**src/rtl/imm_encoder_pkg.sv**
```systemverilog
// Shared definitions for the immediate encoder.
// Holds the opcode constants the encoder understands, the encoder FSM state
// type, and the signed immediate field widths for each instruction format.
package imm_encoder_pkg;

    // Opcode constants
    localparam logic [6:0] ADDI    = 7'b0010011;
    localparam logic [6:0] JALR    = 7'b1100111;
    localparam logic [6:0] LD      = 7'b0000011;
    localparam logic [6:0] TYPE_S  = 7'b0100011;
    localparam logic [6:0] TYPE_SB = 7'b1100011;
    localparam logic [6:0] TYPE_U  = 7'b0110111;
    localparam logic [6:0] TYPE_UJ = 7'b1101111;

    // Upper-immediate load used as the first word of a wide ADDI expansion
    localparam logic [6:0] OPC_LUI = TYPE_U;

    // Signed immediate widths per format
    localparam int unsigned IMM_W_I = 12;
    localparam int unsigned IMM_W_S = 7;
    localparam int unsigned IMM_W_U = 20;

    // IDLE: no word held; OUT: final word held; HI: LUI held, ADDI pending
    typedef enum logic [1:0] {
        IDLE,
        OUT,
        HI
    } immenc_state_t;

endpackage

```
**src/rtl/imm_encoder_pack.sv**
```systemverilog
// Combinational instruction packer.
// Scatters the immediate into the 32-bit word for the format selected by the
// opcode and reports whether the immediate fits that format's signed range.
// Ports:
//   opcode, rd, rs1, rs2, funct3  instruction fields
//   imm      XLEN-bit signed immediate
//   instr    packed instruction word
//   fits     imm equals sign-extension of the format's low N bits
//   known    opcode is one of the supported formats
module imm_encoder_pack
    import imm_encoder_pkg::*;
#(
    parameter int unsigned XLEN = 64
) (
    input  logic [6:0]      opcode,
    input  logic [4:0]      rd,
    input  logic [4:0]      rs1,
    input  logic [4:0]      rs2,
    input  logic [2:0]      funct3,
    input  logic [XLEN-1:0] imm,
    output logic [31:0]     instr,
    output logic            fits,
    output logic            known
);

    logic fit_i;
    logic fit_s;
    logic fit_u;

    assign fit_i = (imm == {{(XLEN-IMM_W_I){imm[IMM_W_I-1]}}, imm[IMM_W_I-1:0]});
    assign fit_s = (imm == {{(XLEN-IMM_W_S){imm[IMM_W_S-1]}}, imm[IMM_W_S-1:0]});
    assign fit_u = (imm == {{(XLEN-IMM_W_U){imm[IMM_W_U-1]}}, imm[IMM_W_U-1:0]});

    always_comb begin
        instr = '0;
        fits  = 1'b0;
        known = 1'b0;
        case (opcode)
            ADDI, JALR, LD: begin
                instr = {imm[11:0], rs1, funct3, rd, opcode};
                fits  = fit_i;
                known = 1'b1;
            end
            TYPE_S: begin
                instr = {imm[6:0], rs2, rs1, funct3, 5'b00000, opcode};
                fits  = fit_s;
                known = 1'b1;
            end
            TYPE_SB: begin
                instr = {imm[11:5], rs2, rs1, funct3, imm[4:0], opcode};
                fits  = fit_i;
                known = 1'b1;
            end
            TYPE_U: begin
                instr = {imm[19:0], rd, opcode};
                fits  = fit_u;
                known = 1'b1;
            end
            TYPE_UJ: begin
                instr = {imm[19], imm[8:0], imm[9], imm[18:10], rd, opcode};
                fits  = fit_u;
                known = 1'b1;
            end
            default: begin
                instr = '0;
                fits  = 1'b0;
                known = 1'b0;
            end
        endcase
    end

endmodule

```
**src/rtl/imm_encoder.sv**
```systemverilog
// Immediate/instruction encoder.
// Accepts an opcode, register fields and a signed immediate and emits the
// encoded 32-bit instruction one cycle later. Wide ADDI immediates are split
// into a LUI+ADDI pair when EXPAND_EN is set; unencodable requests are consumed
// and reported with a one-cycle o_err pulse.
// Ports:
//   clk, rst_n          clock, asynchronous active-low reset
//   i_valid / o_ready   request handshake
//   i_opcode, i_rd, i_rs1, i_rs2, i_funct3, i_imm   request fields
//   o_valid / i_ready   output word handshake
//   o_instr             encoded word (registered)
//   o_last              word is the final one of its request
//   o_err               accepted request was unencodable
module imm_encoder
    import imm_encoder_pkg::*;
#(
    parameter int unsigned XLEN      = 64,
    parameter bit          EXPAND_EN = 1'b1
) (
    input  logic            clk,
    input  logic            rst_n,
    input  logic            i_valid,
    output logic            o_ready,
    input  logic [6:0]      i_opcode,
    input  logic [4:0]      i_rd,
    input  logic [4:0]      i_rs1,
    input  logic [4:0]      i_rs2,
    input  logic [2:0]      i_funct3,
    input  logic [XLEN-1:0] i_imm,
    output logic            o_valid,
    input  logic            i_ready,
    output logic [31:0]     o_instr,
    output logic            o_last,
    output logic            o_err
);

    // Expansion range: hi20 must not wrap when lo12 is rounded up
    localparam logic signed [XLEN-1:0] EXP_MIN = -(XLEN'(1) << 31);
    localparam logic signed [XLEN-1:0] EXP_MAX = (XLEN'(1) << 31) - XLEN'(2049);

    immenc_state_t state;
    immenc_state_t state_nxt;

    logic [31:0]     a_instr;
    logic            a_fits;
    logic            a_known;

    logic [6:0]      b_opcode;
    logic [4:0]      b_rd;
    logic [4:0]      b_rs1;
    logic [XLEN-1:0] b_imm;
    logic [31:0]     b_instr;
    logic            b_fits;
    logic            b_known;

    logic [4:0]      pend_rd;
    logic [11:0]     pend_lo;
    logic [19:0]     hi20;

    logic            in_exp_range;
    logic            req_expand;
    logic            req_err;
    logic            accept;

    // Packs the request exactly as presented
    imm_encoder_pack #(.XLEN(XLEN)) u_pack_req (
        .opcode (i_opcode),
        .rd     (i_rd),
        .rs1    (i_rs1),
        .rs2    (i_rs2),
        .funct3 (i_funct3),
        .imm    (i_imm),
        .instr  (a_instr),
        .fits   (a_fits),
        .known  (a_known)
    );

    // Expansion words: LUI from the live request while accepting, the stored
    // ADDI while in HI. Only the 17 bits of the ADDI half need holding.
    always_comb begin
        if (state == HI) begin
            b_opcode = ADDI;
            b_rd     = pend_rd;
            b_rs1    = pend_rd;
            b_imm    = {{(XLEN-12){pend_lo[11]}}, pend_lo};
        end else begin
            b_opcode = OPC_LUI;
            b_rd     = i_rd;
            b_rs1    = '0;
            b_imm    = {{(XLEN-20){hi20[19]}}, hi20};
        end
    end

    imm_encoder_pack #(.XLEN(XLEN)) u_pack_exp (
        .opcode (b_opcode),
        .rd     (b_rd),
        .rs1    (b_rs1),
        .rs2    (5'd0),
        .funct3 (3'd0),
        .imm    (b_imm),
        .instr  (b_instr),
        .fits   (b_fits),
        .known  (b_known)
    );

    // (imm + 2048)[31:12]: adding 2048 carries into bit 12 exactly when imm[11]
    // is set, and lo12 = imm - (hi20 << 12) reduces to imm[11:0].
    assign hi20 = i_imm[31:12] + {19'd0, i_imm[11]};

    assign in_exp_range = ($signed(i_imm) >= EXP_MIN) && ($signed(i_imm) <= EXP_MAX);

    assign req_expand = EXPAND_EN && (i_opcode == ADDI) && !a_fits && in_exp_range
                        && b_fits && b_known;
    assign req_err    = !a_known || (!a_fits && !req_expand);
    assign accept     = i_valid && o_ready;

    // State register
    always_ff @(posedge clk or negedge rst_n) begin
        if (!rst_n) begin
            state <= IDLE;
        end else begin
            state <= state_nxt;
        end
    end

    // Next-state logic
    always_comb begin
        state_nxt = state;
        case (state)
            IDLE, OUT: begin
                if (accept) begin
                    if (req_err) begin
                        state_nxt = IDLE;
                    end else if (req_expand) begin
                        state_nxt = HI;
                    end else begin
                        state_nxt = OUT;
                    end
                end else if ((state == OUT) && i_ready) begin
                    state_nxt = IDLE;
                end
            end
            HI: begin
                if (i_ready) begin
                    state_nxt = OUT;
                end
            end
            default: state_nxt = IDLE;
        endcase
    end

    // Handshake outputs
    always_comb begin
        o_valid = 1'b0;
        o_ready = 1'b0;
        case (state)
            IDLE: begin
                o_ready = 1'b1;
            end
            OUT: begin
                o_valid = 1'b1;
                o_ready = i_ready;
            end
            HI: begin
                o_valid = 1'b1;
                o_ready = 1'b0;
            end
            default: begin
                o_valid = 1'b0;
                o_ready = 1'b0;
            end
        endcase
    end

    // Output word register; only moves on accept or on leaving HI, so the
    // word holds steady while stalled.
    always_ff @(posedge clk or negedge rst_n) begin
        if (!rst_n) begin
            o_instr <= '0;
            o_last  <= 1'b0;
            o_err   <= 1'b0;
            pend_rd <= '0;
            pend_lo <= '0;
        end else begin
            o_err <= accept && req_err;
            if (state == HI) begin
                if (i_ready) begin
                    o_instr <= b_instr;
                    o_last  <= 1'b1;
                end
            end else if (accept && !req_err) begin
                if (req_expand) begin
                    o_instr <= b_instr;
                    o_last  <= 1'b0;
                    pend_rd <= i_rd;
                    pend_lo <= i_imm[11:0];
                end else begin
                    o_instr <= a_instr;
                    o_last  <= 1'b1;
                end
            end
        end
    end

endmodule

```
**config.mk**
```make
export PLATFORM = sky130hd
export DESIGN_NAME = imm_encoder
export DESIGN_NICKNAME = d
export VERILOG_FILES = /design/src/rtl/imm_encoder_pkg.sv /design/src/rtl/imm_encoder_pack.sv /design/src/rtl/imm_encoder.sv
export SDC_FILE = /design/constraint.sdc
export NUM_CORES = 1
export LEC_CHECK = 0
export ABC_AREA = 1
export CAP_MARGIN = 10
export CELL_PAD_IN_SITES_DETAIL_PLACEMENT = 1
export CELL_PAD_IN_SITES_GLOBAL_PLACEMENT = 1
export CORE_ASPECT_RATIO = 0.9
export CORE_MARGIN = 1.5
export CORE_UTILIZATION = 39
export CTS_CLUSTER_DIAMETER = 200
export DETAILED_ROUTE_END_ITERATION = 16
export PLACE_DENSITY = 0.89
export SLEW_MARGIN = 20
export SYNTH_ARGS = -nofsm -noshare
export SYNTH_HDL_FRONTEND = slang
export SYNTH_HIERARCHICAL = 1
export SYNTH_SLANG_ARGS = --single-unit
```
**constraint.sdc**
```tcl
create_clock -name clk -period 19.85 [get_ports clk]
set_input_delay 2.9775 -clock clk [delete_from_list [all_inputs] [get_ports clk]]
set_output_delay 2.9775 -clock clk [all_outputs]
set_load 0.01 [all_outputs]
```
## Word level (Yosys, flattened, before mapping)

Index checks and enable logic that the tools add are counted.

- Register bits: 53
- Input port bits: 93
- Logic and storage cells: 90

- $add $sub $neg: 1
- Order comparisons: 2
- Eq/ne operators: 24
- Multiplexer cells: 26
- Bitwise logic cells: 1
- Reductions and logical operators: 30

Operator list:

| cell | number |
|---|---|
| case mux 32 bit (5 select lines) | 2 |
| two-way mux 32 bit | 4 |
| == test 57 bit | 2 |
| == test 52 bit | 2 |
| == test 44 bit | 2 |
| greater-or-equal comparator 64 x 32 -> 1 bit, second input constant | 1 |
| less-or-equal comparator 64 x 32 -> 1 bit, second input constant | 1 |
| two-way mux 64 bit | 1 |
| == test 6 x 7 -> 1 bit, second input constant | 3 |
| == test 7 bit, second input constant | 3 |
| adder 20 x 1 -> 20 bit | 1 |
| == test 7 x 6 -> 1 bit, second input constant | 2 |
| OR reduction 7 bit | 2 |
| == test 6 bit, second input constant | 2 |
| logical AND 1 bit | 10 |
| two-way mux 2 bit | 5 |
| two-way mux 5 bit | 2 |
| OR reduction 2 bit | 4 |
| OR reduction 4 bit | 2 |
| == test 7 x 2 -> 1 bit, second input constant | 1 |
| == test 7 x 5 -> 1 bit, second input constant | 1 |
| two-way mux 1 bit | 7 |
| == test 6 x 2 -> 1 bit, second input constant | 1 |
| == test 6 x 5 -> 1 bit, second input constant | 1 |
| other kinds (16) | 22 |

## Longest topological paths before layout

- Depth in word-level cells: 15
- Gate-level depth with buffers: 31
- Depth with buffers taken out: 30

## By module

The synthesis kept the hierarchy.

By module, submodules not included:

| module | times used | cells each | area an instance (um^2) | seq. area each (um^2) |
|---|---|---|---|---|
| imm_encoder | 1 | 593 | 3781.1 | 1326.3 |
| imm_encoder_pack | 2 | 316 | 1530.2 | 0.0 |

## Least setup slack after synthesis

OpenSTA, ideal clock, no wires.

- Path type: input-to-reg
- From: input i_imm[11]
- To: register pend_lo[0]
- Arrival time: 11.314 ns
- Data required time: 19.728 ns
- Slack: 8.414 ns
- Stages: 27
- Buffers on the path: 1
- Path through: ha_1 nand3_1 nor2_1 inv_1 nor2_1 nand2_1 nor3_1 nand2_1 nand2_1 nand2_1 o21ai_0 nand2_1 nor2_1 nand3_1 nand2_1 nand2_1 nor2_1 nand3_1 nand3_1 nand2_1 nor3_1 nand3_1 a21oi_2 nand3_2 clkbuf_1 nor3_1 nor2_1

- Elaborated cells between the ends (all ways): 23
- Those cells by class: 1 x add/sub; 2 x order compare; 5 x eq/ne; 3 x mux; 12 x reduce/logical

RTL lines:

| what | RTL line | source |
|---|---|---|
| from (decl) | imm_encoder.sv:29 | `input logic [XLEN-1:0] i_imm,` |
| adder 20 x 1 -> 20 bit (*) | imm_encoder.sv:108 | `assign hi20 = i_imm[31:12] + {19'd0, i_imm[11]};` |
| two-way mux 64 bit (*) | imm_encoder.sv:81 | `if (state == HI) begin` |
| via b_imm[19] | imm_encoder.sv:51 | `logic [XLEN-1:0] b_imm;` |
| == test 57 bit (tied with other cells) | imm_encoder_pack.sv:31 | `assign fit_s = (imm == {{(XLEN-IMM_W_S){imm[IMM_W_S-1]}}, imm[IMM_W_S-1:0]});` |
| case mux 1 bit (3 select lines) (*) | imm_encoder_pack.sv:38 | `case (opcode)` |
| via b_fits | imm_encoder.sv:53 | `logic b_fits;` |
| logical AND 1 bit (*) (2 in series) | imm_encoder.sv:113 | `&& b_fits && b_known;` |
| logical NOT 1 bit | imm_encoder.sv:114 | `assign req_err = !a_known \|\| (!a_fits && !req_expand);` |
| logical AND 1 bit | imm_encoder.sv:114 |  |
| logical OR 1 bit | imm_encoder.sv:114 |  |
| logical NOT 1 bit | imm_encoder.sv:191 | `end else if (accept && !req_err) begin` |
| logical AND 1 bit | imm_encoder.sv:191 |  |
| AND reduction 3 bit (no line) (*) | -- |  |
| to (signal assigned) | imm_encoder.sv:196 | `pend_lo <= i_imm[11:0];` |
| to (decl) | imm_encoder.sv:57 | `logic [11:0] pend_lo;` |

The timed path passes the listed nets; every way through them passes the cells marked *.
A chain may end at the register's enable or synchronous reset.

## Final worst setup path

- From: input i_imm[11]
- To: register o_instr[21]

- Elaborated cells between the ends (all ways): 29
- Those cells by class: 1 x add/sub; 2 x order compare; 5 x eq/ne; 8 x mux; 13 x reduce/logical

RTL lines:

| what | RTL line | source |
|---|---|---|
| adder 20 x 1 -> 20 bit (*) | imm_encoder.sv:108 |  |
| two-way mux 64 bit (*) | imm_encoder.sv:81 |  |
| via b_imm[19] | imm_encoder.sv:51 |  |
| == test 57 bit (tied with other cells) | imm_encoder_pack.sv:31 |  |
| case mux 1 bit (3 select lines) (*) | imm_encoder_pack.sv:38 |  |
| via b_fits | imm_encoder.sv:53 |  |
| logical AND 1 bit (*) (2 in series) | imm_encoder.sv:113 |  |
| logical NOT 1 bit | imm_encoder.sv:114 |  |
| logical AND 1 bit | imm_encoder.sv:114 |  |
| logical OR 1 bit | imm_encoder.sv:114 |  |
| logical NOT 1 bit | imm_encoder.sv:191 |  |
| logical AND 1 bit | imm_encoder.sv:191 |  |
| nonzero test 2 bit (no line) | -- |  |
| AND reduction 2 bit (no line) | -- |  |
| to (signal assigned) | imm_encoder.sv:188 | `o_instr <= b_instr;` |
| to (signal assigned) | imm_encoder.sv:193 | `o_instr <= b_instr;` |
| to (signal assigned) | imm_encoder.sv:198 | `o_instr <= a_instr;` |
| to (decl) | imm_encoder.sv:32 | `output logic [31:0] o_instr,` |

The timed path passes the listed nets; every way through them passes the cells marked *. The select of a mux whose other input is x is not followed.

==> results.cfg <==
[logic_synthesis]
synthArstFlopShare_pct = 100
syn-cell-area_um2 = 6840
syn_area_per_cell_um2 = 5.58
synth_commonest_cells = nand2_1, nor2_1, nand3_1
ys_seq_elements = 53
synth_largest_area_cell = nand2_1
ys.warnings.count = 6
yosys-top-cells-area = nand2_1, dfrtp_1, nor2_1
synth_most_common_cell = nand2_1
ys.flop_type = dfrtp_1
syn_inst = 1225
synth_edf_count = 0
yosysSeqAreaShare_pct = 19.4
synth_top_area_share_pct = 21.5
synth_cell_type_count = 47

[timing]
fmax_mhz = 108
fin_crit_sh_pct = 46.8
worst_slew_pin_slew_ps = 967
setup_tns_ps = 0
hold_viol_final = 0
setup_viol = 0
rsz0062_at_grt = false
slew_violations = 0
relSlewSlack_pct = 35.3
fin_crit_ps = 9290
skew_ps = 3.48

[critical_path]
required_ps = 20090
cpMaxStageDelayCell = clkdlybuf4s50_1
cp_slowest_stage_delay_ps = 790
critPathKind = input port to register
crit_buf_inv = 4
crit_top_cell = nand2_1
crit_family = simple AND/OR/NAND/NOR gates
end_kind = register
crit_arrival_ps = 9530
crit_path_max_fanout = 97
cp-start-kind = input port

[finish]
n_antenna_cell = 0
fin_cells = 1581
finish.net_count = 1444
synthToLayoutAreaGrowth_pct = 23.8
drive_gt1_share_pct = 5.20

[cts]
root_buffer = clkbuf_16
cts-resized-gates = 0
cts_hold_buf = 0
cts_sinks = 53
clk_pin_slew_worst_paths_ps = 80
cts_tree = done
cts_htree_levels = 2
clock_latency_ps = 300
cts_max_path_buffers = 2
post_cts_buffers = 0
cts_buffers = 5

[placement]
place_inst = 1573
post-dp-hpwl_um = 21300
place.gp.congestion = 0.950
port_buffers = 128

[pwr]
ir_worst_vdd_v = 0.0000335
p_leak_nw = 4.08
p_total_mw = 0.322
p_per_area_nw_per_um2 = 38.0

[grt]
grt_overflow = 0
grt_antenna_before_repair = 0
grt_pass1_wl_um = 44000
grt_max_degree = 98
grt_pass1_vias = 8723
grtUsageTotal_pct = 29.9

[floorplan]
num_rows = 45
die_x_um = 143
die_h_um = 129
ioPinCount = 129
initial_core_util_pct = 40.2
dieArea_um2 = 18300
design.core.area_um2 = 17000

[hold_path]
hold_class = register to register

[route]
wirelength_um = 27000
via_per_inst = 5.49
drtIter0Drc = 741
dr_total_vias = 8682
wl_per_cell_um = 17.1
drt_drc_violations_left = 0
antenna_left = 0
drtPass1Iterations = 5

[status]
status = finished clean

[run]
max-cap-violations = 0
==> cell usage in the layout (no fill, tap or decap), types with 2 or more instances in the layout <==
master,netlist,layout
nand2_1,392,392
nor2_1,230,230
nand3_1,131,131
clkdlybuf4s50_1,0,127
inv_1,119,119
o21ai_0,64,63
dfrtp_1,53,53
nor3_1,28,28
conb_1,2,20
a21oi_1,18,18
nand4_1,17,17
o221ai_1,14,14
nand3b_1,11,11
o22ai_1,9,9
nor2_4,8,8
o2111ai_1,8,8
inv_2,7,7
nand2_4,7,7
nand2_2,7,7
buf_4,7,7
ha_1,6,6
o31ai_1,5,5
clkbuf_16,0,5
xnor2_1,4,4
nor2_2,4,4
or2_1,4,4
xor2_1,3,3
a31oi_1,3,3
o211ai_1,3,3
nand3_2,3,3
nand4_4,3,3
and3_1,2,2
o41ai_1,2,2
o221ai_2,2,2
or2_2,2,2
nor3_4,2,2
o22ai_2,2,2
o21ai_2,2,2
a22oi_1,2,2
==> cells by family after synthesis <==
group	synth area share, %
compound gates	12.5
xor+xnor	0.896
fa+ha+maj	1.10
buf+inv	10.6
flops	19.4
other cells	0.110
simple gates	55.4
==> tightest hold or removal path: stages, from the launching register on <==
cell and delay, ps:
dfrtp_1 350, nor2_1 50, nor2_1 70
==> path summary, 6_finish.rpt <==
path | start | endpoint | slack, ps | cells after the start
hold / removal | pend_lo[10] | pend_lo[10] | 510 | 2
hold reg to reg | pend_lo[10] | pend_lo[10] | 510 | 2
min in group asynchronous | rst_n | o_instr[21] | 2800 | 2
setup reg to reg | state[0] | o_instr[21] | 14190 | 24
max in group asynchronous | rst_n | pend_rd[1] | 16560 | 2
setup / recovery | i_imm[11] | o_instr[21] | 10560 | 31
==> through the flow <==
| stage | setup WS [ps] | cell area, um2 | hold slack (ps) | util, % |
|---|---|---|---|---|
| floorplan | 8410 | 6910 | 465 | - |
| global placement | 10730 | 8290 | 478 | 48.8 |
| detailed placement | 10340 | 8290 | 492 | 48.8 |
| CTS | 10600 | 8470 | 511 | 49.8 |
| global route | 9780 | 8470 | 544 | 49.8 |
| finish | 10560 | 8470 | 509 | 49.8 |
==> final cells by class <==
cell class,count,area (um2)
Multi-Input combinational cell,1023,4870
Fill cell,2453,8540
Inverter,127,477
Sequential cell,53,1330
Clock buffer,5,125
Clock inverter,3,50.0
Tap cell,235,294
Timing Repair Buffer,135,1330
==> metal layers <==
layer | up-vias | GRT usage (%) | part of all wire (%)
li1 | 4208 | - | -
met5 | - | 0 | 0
met1 | 4132 | 40.3 | 45
met4 | 0 | 7.34 | 2.3
met2 | 286 | 50.3 | 47
met3 | 56 | 4.43 | 6.1
==> state kept, by name, summed over array words and instances, names as in the netlist <==
signal	cells
o_last	1
state	2
pend_rd	5
o_err	1
pend_lo	12
o_instr	32
==> power breakdown <==
group / switching [mW] / internal (mW)
Combinational: 0.0617 / 0.0398
Clock: 0.0473 / 0.0609
Sequential: 0.00193 / 0.110
Total: 0.111 / 0.211
No activity file was read; power rests on OpenSTA's default activity.
